File: src/rtl/maj_eval_pkg.sv
// rtl/maj_eval_pkg.sv - shared types and helpers for the majority-chain evaluator
package maj_eval_pkg;

    // Operand select fields are carried zero-extended to this width inside the block
    localparam int OP_SEL_MAX_W = 8;

    // Select code that always yields constant 0 (before inversion)
    localparam logic [OP_SEL_MAX_W-1:0] OP_CONST0 = '0;

    typedef struct packed {
        logic                    inv;
        logic [OP_SEL_MAX_W-1:0] sel;
    } op_field_t;

    typedef enum logic [1:0] {
        ST_IDLE = 2'd0,
        ST_EVAL = 2'd1,
        ST_DONE = 2'd2
    } state_t;

    function automatic logic maj3(input logic a, input logic b, input logic c);
        return (a & b) | (a & c) | (b & c);
    endfunction

endpackage

File: src/rtl/maj_operand_mux.sv
// rtl/maj_operand_mux.sv - operand select decode with optional inversion
module maj_operand_mux
    import maj_eval_pkg::*;
#(
    parameter int NUM_IN    = 7,
    parameter int NUM_NODES = 8
) (
    input  op_field_t            fld,
    input  logic [NUM_IN-1:0]    vec,
    input  logic [NUM_NODES-1:0] res,
    output logic                 op
);

    logic raw;

    // Decode sel: 0 is constant 0, then primary inputs, then node results; anything else reads 0
    always_comb begin
        raw = 1'b0;
        if (fld.sel != OP_CONST0) begin
            for (int i = 0; i < NUM_IN; i++) begin
                if (fld.sel == OP_SEL_MAX_W'(i + 1)) raw = vec[i];
            end
            for (int k = 0; k < NUM_NODES; k++) begin
                if (fld.sel == OP_SEL_MAX_W'(NUM_IN + 1 + k)) raw = res[k];
            end
        end
        op = raw ^ fld.inv;
    end

endmodule

File: src/rtl/maj_chain_eval.sv
// rtl/maj_chain_eval.sv - programmable majority-node chain evaluator (optional MAJ_CHAIN_EVAL_CNT_EN)
module maj_chain_eval
    import maj_eval_pkg::*;
#(
    parameter int  NUM_IN    = 7,
    parameter int  NUM_NODES = 8,
    localparam int SEL_W     = $clog2(1 + NUM_IN + NUM_NODES),
    localparam int FLD_W     = SEL_W + 1,
    localparam int ADDR_W    = $clog2(NUM_NODES)
) (
    input  logic                 clk,
    input  logic                 rst,
    input  logic                 cfg_we,
    input  logic [ADDR_W-1:0]    cfg_addr,
    input  logic [3*FLD_W-1:0]   cfg_data,
    input  logic                 cfg_out_we,
    input  logic [FLD_W-1:0]     cfg_out_sel,
    output logic                 cfg_err,
    input  logic                 in_valid,
    output logic                 in_ready,
    input  logic [NUM_IN-1:0]    in_vec,
    output logic                 out_valid,
    input  logic                 out_ready,
    output logic                 out_bit,
    output logic                 busy
`ifdef MAJ_CHAIN_EVAL_CNT_EN
    ,
    output logic [15:0]          eval_cnt
`endif
);

    state_t                 state, state_nxt;
    logic [NUM_IN-1:0]      vec_q;
    logic [NUM_NODES-1:0]   node_res;
    logic [ADDR_W-1:0]      node_idx;
    logic [3*FLD_W-1:0]     node_cfg [NUM_NODES];
    logic [FLD_W-1:0]       out_cfg;
    op_field_t              node_fld [3];
    op_field_t              out_fld;
    logic [2:0]             node_op;
    logic                   out_op;
    logic                   addr_bad;
    logic                   idle;

    assign idle     = (state == ST_IDLE);
    assign addr_bad = (32'(cfg_addr) >= 32'(NUM_NODES));

    // Unpack the current node's three operand fields and the output select
    always_comb begin
        for (int i = 0; i < 3; i++) begin
            node_fld[i]                = '0;
            node_fld[i].inv            = node_cfg[node_idx][i*FLD_W + SEL_W];
            node_fld[i].sel[SEL_W-1:0] = node_cfg[node_idx][i*FLD_W +: SEL_W];
        end
        out_fld                = '0;
        out_fld.inv            = out_cfg[SEL_W];
        out_fld.sel[SEL_W-1:0] = out_cfg[SEL_W-1:0];
    end

    for (genvar g = 0; g < 3; g++) begin : g_node_mux
        maj_operand_mux #(.NUM_IN(NUM_IN), .NUM_NODES(NUM_NODES)) u_mux (
            .fld (node_fld[g]),
            .vec (vec_q),
            .res (node_res),
            .op  (node_op[g])
        );
    end

    maj_operand_mux #(.NUM_IN(NUM_IN), .NUM_NODES(NUM_NODES)) u_out_mux (
        .fld (out_fld),
        .vec (vec_q),
        .res (node_res),
        .op  (out_op)
    );

    // FSM state register
    always_ff @(posedge clk or posedge rst) begin
        if (rst) state <= ST_IDLE;
        else     state <= state_nxt;
    end

    // Next-state and handshake outputs; out_bit is forced low outside DONE
    always_comb begin
        state_nxt = state;
        in_ready  = 1'b0;
        out_valid = 1'b0;
        out_bit   = 1'b0;
        busy      = (state != ST_IDLE);
        case (state)
            ST_IDLE: begin
                in_ready = !rst;
                if (in_valid) state_nxt = ST_EVAL;
            end
            ST_EVAL: begin
                if (node_idx == ADDR_W'(NUM_NODES - 1)) state_nxt = ST_DONE;
            end
            ST_DONE: begin
                out_valid = 1'b1;
                out_bit   = out_op;
                if (out_ready) state_nxt = ST_IDLE;
            end
            default: state_nxt = ST_IDLE;
        endcase
    end

    // Latch the vector on accept, then evaluate one node per cycle in index order
    always_ff @(posedge clk or posedge rst) begin
        if (rst) begin
            vec_q    <= '0;
            node_res <= '0;
            node_idx <= '0;
        end else if (idle && in_valid) begin
            vec_q    <= in_vec;
            node_res <= '0;
            node_idx <= '0;
        end else if (state == ST_EVAL) begin
            node_res[node_idx] <= maj3(node_op[0], node_op[1], node_op[2]);
            node_idx           <= node_idx + 1'b1;
        end
    end

    // Config writes land only in IDLE; rejected writes raise a one-cycle error pulse
    always_ff @(posedge clk or posedge rst) begin
        if (rst) begin
            for (int k = 0; k < NUM_NODES; k++) node_cfg[k] <= '0;
            out_cfg <= '0;
            cfg_err <= 1'b0;
        end else begin
            cfg_err <= (cfg_we && (!idle || addr_bad)) || (cfg_out_we && !idle);
            if (idle && cfg_we && !addr_bad) node_cfg[cfg_addr] <= cfg_data;
            if (idle && cfg_out_we)          out_cfg            <= cfg_out_sel;
        end
    end

`ifdef MAJ_CHAIN_EVAL_CNT_EN
    // Saturating count of completed output handshakes
    always_ff @(posedge clk or posedge rst) begin
        if (rst)                                            eval_cnt <= '0;
        else if (out_valid && out_ready && eval_cnt != 16'hFFFF) eval_cnt <= eval_cnt + 16'd1;
    end
`endif

endmodule

File: config.mk
export PLATFORM = sky130hd
export DESIGN_NAME = maj_chain_eval
export DESIGN_NICKNAME = d
export VERILOG_FILES = /design/src/rtl/maj_eval_pkg.sv /design/src/rtl/maj_operand_mux.sv /design/src/rtl/maj_chain_eval.sv
export SDC_FILE = /design/constraint.sdc
export NUM_CORES = 1
export LEC_CHECK = 0
export CORE_MARGIN = 2
export CORE_UTILIZATION = 60
export DETAILED_ROUTE_END_ITERATION = 6
export PLACE_DENSITY = 0.77
export SYNTH_ARGS = -nofsm -noshare
export SYNTH_HDL_FRONTEND = slang
export SYNTH_SLANG_ARGS = --single-unit
File: constraint.sdc
create_clock -name clk -period 5.8 [get_ports clk]
set_clock_uncertainty 0.05 [all_clocks]
set_input_delay 1.16 -clock clk [delete_from_list [all_inputs] [get_ports clk]]
set_output_delay 1.16 -clock clk [all_outputs]
set_load 0.02 [all_outputs]
==> PnR_summary.wiki <==
{| class="wikitable"
! Metric !! Value
|-
| Outcome || complete, no violations
|-
| Placed Instances || about 750
|-
| Number of routed nets with antenna violations || 0
|-
| Warnings from Yosys || 0
|-
| Number of max-slew violations in the final report || 0
|-
| Detailed-route DRC error count || 0
|-
| Average wire per standard cell || between 20 and 25 µm
|-
| Top-level port count || 41
|-
| Post-cts hold buffer count || 0
|-
| Stage delay of the slowest cell on the critical path || just over 0.6 ns
|-
| CTS root buf || sky130_fd_sc_hd__clkbuf_16
|-
| Post-Route Utilization || 70.8%
|-
| Total negative slack || 0 ns
|-
| Largest vdd supply drop || around 320 µV
|-
| Least-Margin Pin Slew || 1.08 ns
|-
| Cell types occupying the most area after synthesis || sky130_fd_sc_hd__dfrtp_1, sky130_fd_sc_hd__mux2_2, sky130_fd_sc_hd__mux4_2
|-
| Total of fill cells in the finished design || approximately 850
|-
| Most instantiated library cell after synthesis || sky130_fd_sc_hd__dfrtp_1
|-
| Fmax || 255 MHz
|-
| Worst max-slew margin expressed relative to the limit || 28.0%
|-
| Number of non-filler instances in the completed layout || 778
|-
| Min cycle time layout || ~4 ns
|-
| Number of flops mapped to enable cells by yosys || 0
|-
| Cell taking the most area after synthesis || sky130_fd_sc_hd__dfrtp_1
|-
| Detailed-router iteration count before antenna repair || 5
|-
| Share of the synthesized area in the top cell type || 49.0%
|-
| Standard-cell row count || 40
|-
| CP Data Required Time || 4.59 ns
|-
| Endpoint of the most critical register-to-register path || node_res[1]$_DFFE_PP0P_
|-
| Sort of element at the start of the critical path || flip-flop
|-
| Hold Path Sink || node_cfg[51]$_DFFE_PP0P_
|-
| Count of max-cap constraint violations || 0
|-
| Overflow left after global routing || 0
|-
| Worst Hold Depth || 1
|-
| Worst Reg-to-Reg Cells || 9
|-
| Total clock buffers created by CTS || 17
|-
| Worst hold-check path type || reg2reg
|-
| Ratio of cells with drive above 1 in the final layout || ~36%
|-
| DP HPWL || 11300 µm
|-
| Iter 0 DRT Violations || 357
|-
| Final wirelength || roughly 17000 µm
|-
| Slack of the critical path || roughly 1.9 ns
|-
| Detail-routed via count per cell || 6.34
|-
| Number of nets in the layout || 635
|-
| Depth of the CTS H-tree || 4
|-
| Count of buffers inserted at the top-level ports || 40
|-
| Mean instance size in the synthesized netlist || 13.2 µm²
|-
| Number of sinks handled by clock tree synthesis || 146
|-
| Vias in the first global route || 5153
|-
| Worst slack at placement || 2.04 ns
|-
| Fraction of synthesis flops using an asynchronous set or reset pin || 100%
|-
| Launch instance of the worst register-to-register path || node_idx[1]$_DFFE_PP0P_
|-
| CTS tree || built
|-
| Cell with the largest stage delay on the worst path || sky130_fd_sc_hd__clkdlybuf4s50_1
|-
| Total routing usage reported by global routing || between 20% and 30%
|-
| Pwr dens || 625 nW/µm²
|-
| Setup slack, reg-to-reg || 2.05 ns
|-
| Share of the yosys chip area belonging to registers || 49.0%
|-
| Post-Layout Inst Area || roughly 8500 µm²
|-
| Static Leak || 3.80 nW
|-
| Final number of hold-violating endpoints || 0
|-
| Core Box Area || 12100 µm²
|-
| Ordered cell list for the critical path || mux4_2 -> nand2_1 -> o21ai_0 -> o221ai_1 -> xor2_1 -> nor2_1 -> clkdlybuf4s50_1
|-
| Total of cells resized after clock tree synthesis || 0
|-
| Setup-failing EPs final || 0
|-
| Area of the die || 13300 µm²
|-
| Portion of the clock cycle consumed by the worst path in the final layout || 67.5%
|-
| Number of nets produced by synthesis || about 600
|-
| Maximum fanout along the worst path || 8
|-
| Clk pin slew, worst setup/hold paths || 0.06 ns
|-
| Placer's final routability congestion estimate || 0.870
|-
| Post-CTS setup-driven buffer insertion count || 0
|-
| DIE HEIGHT || 115 µm
|-
| Post-Synthesis Cells || approximately 560
|-
| Global-route wire length before repair || 27900 µm
|-
| Antenna cell count || 0
|-
| Critical Setup Path Class || reg2out
|-
| Die X || 115 µm
|-
| Most used flip-flop cell after synthesis || sky130_fd_sc_hd__dfrtp_1
|-
| Overall Power || between 5 and 6 mW
|-
| Total via count in the routed design || 4935
|-
| Hold slack || roughly 0.45 ns
|-
| Maximum buffer depth of the clock tree || 2
|-
| Number of distinct library cells after synthesis || 66
|-
| Worst setup path start || out_cfg[0]$_DFFE_PP0P_
|-
| Unrepaired setup endpoints after global routing || no
|-
| Layout overhead on the synthesized area || 14.6%
|-
| Latest clock arrival within the worst-skew pair || ~0.43 ns
|-
| Yosys reg bits || 146
|-
| Initial Util || roughly three fifths
|-
| Netlist Area Pre-Place || 7450 µm²
|-
| Initial antenna violation count || 0
|-
| Pin count of the biggest net entering global routing || 103
|-
| Setup crit end kind || output pin
|-
| HP Start || node_cfg[51]$_DFFE_PP0P_
|-
| Critical Path AT || 2.71 ns
|-
| Commonest cells in the netlist || sky130_fd_sc_hd__dfrtp_1, sky130_fd_sc_hd__mux2_2, sky130_fd_sc_hd__nand2_1
|-
| Largest delay share family, worst path || buffers and inverters
|-
| Number of buffers and inverters on the critical path || 1
|-
| Post-Place Cell Area || 7960 µm²
|}
-- metal layers --
metal  vias to the layer above  wire length, µm  part of all wire, %  global-route usage (%)
met2                       190             8590                   49                    46.2
met4                         0              568                  3.2                    12.3
met3                        44              995                  5.7                    5.54
met1                      2512             7330                   42                    37.3
li1                       2189                -                    -                       -
met5                         -                0                    0                       0
-- flip-flops by register name, indices dropped and copies added (netlist names) --
register,flops
node_cfg,120
node_res,8
vec_q,7
out_cfg,5
node_idx,3
state,2
cfg_err,1
-- cells by family after synthesis --
group | synth area share (%)
simple gates | 6.71
flops | 49.0
compound gates | 7.55
buf+inv | 2.37
xor+xnor | 0.470
fa+ha+maj | 0.520
mux | 33.4
-- worst max-delay path by stage --
stage                                    endpoint  slack (ns)  depth (start not counted)
after floorplan                 cfg_err$_DFF_PP0_        0.67                          1
after CTS                                 out_bit        1.86                          7
after detailed placement  node_res[1]$_DFFE_PP0P_        2.04                          9
after global routing                      out_bit        1.71                          7
final                                     out_bit        1.88                          7
after global placement    node_res[5]$_DFFE_PP0P_        2.19                          9
-- cell type report --
| cell class | instances | area (µm²) | area share [%] |
|---|---|---|---|
| Clock buffer | 29 | 520 | 6.09 |
| Clock inverter | 3 | 67.6 | 0.791 |
| Inverter | 10 | 42.5 | 0.498 |
| Multi-Input combinational cell | 379 | 3620 | 42.4 |
| Sequential cell | 146 | 3660 | 42.8 |
| Tap cell | 168 | 210 | 2.46 |
| Timing Repair Buffer | 43 | 423 | 4.95 |
-- layout by cell type (no fill, tap or decap), types with 5 or more instances in the layout --
cell type                         count
sky130_fd_sc_hd__nor2b_1              6
sky130_fd_sc_hd__nand3_1             14
sky130_fd_sc_hd__inv_1                7
sky130_fd_sc_hd__nand2_1             40
sky130_fd_sc_hd__mux2i_1             31
sky130_fd_sc_hd__o21ai_0              5
sky130_fd_sc_hd__clkdlybuf4s50_1     40
sky130_fd_sc_hd__clkbuf_1             7
sky130_fd_sc_hd__clkbuf_8             5
sky130_fd_sc_hd__clkbuf_16           17
sky130_fd_sc_hd__a21oi_1              7
sky130_fd_sc_hd__dfrtp_1            144
sky130_fd_sc_hd__mux2_2             144
sky130_fd_sc_hd__nor2_1              14
sky130_fd_sc_hd__o21ai_2              8
sky130_fd_sc_hd__mux4_2              20
sky130_fd_sc_hd__nor3_1               5
-- power breakdown --
| part | total (mW) | switching, mW | internal [mW] |
|---|---|---|---|
| Clock | 1.10 | 0.405 | 0.691 |
| Sequential | 1.96 | 0.463 | 1.50 |
| Combinational | 2.28 | 1.08 | 1.19 |
Note: power is estimated with default switching activity, not from simulation.
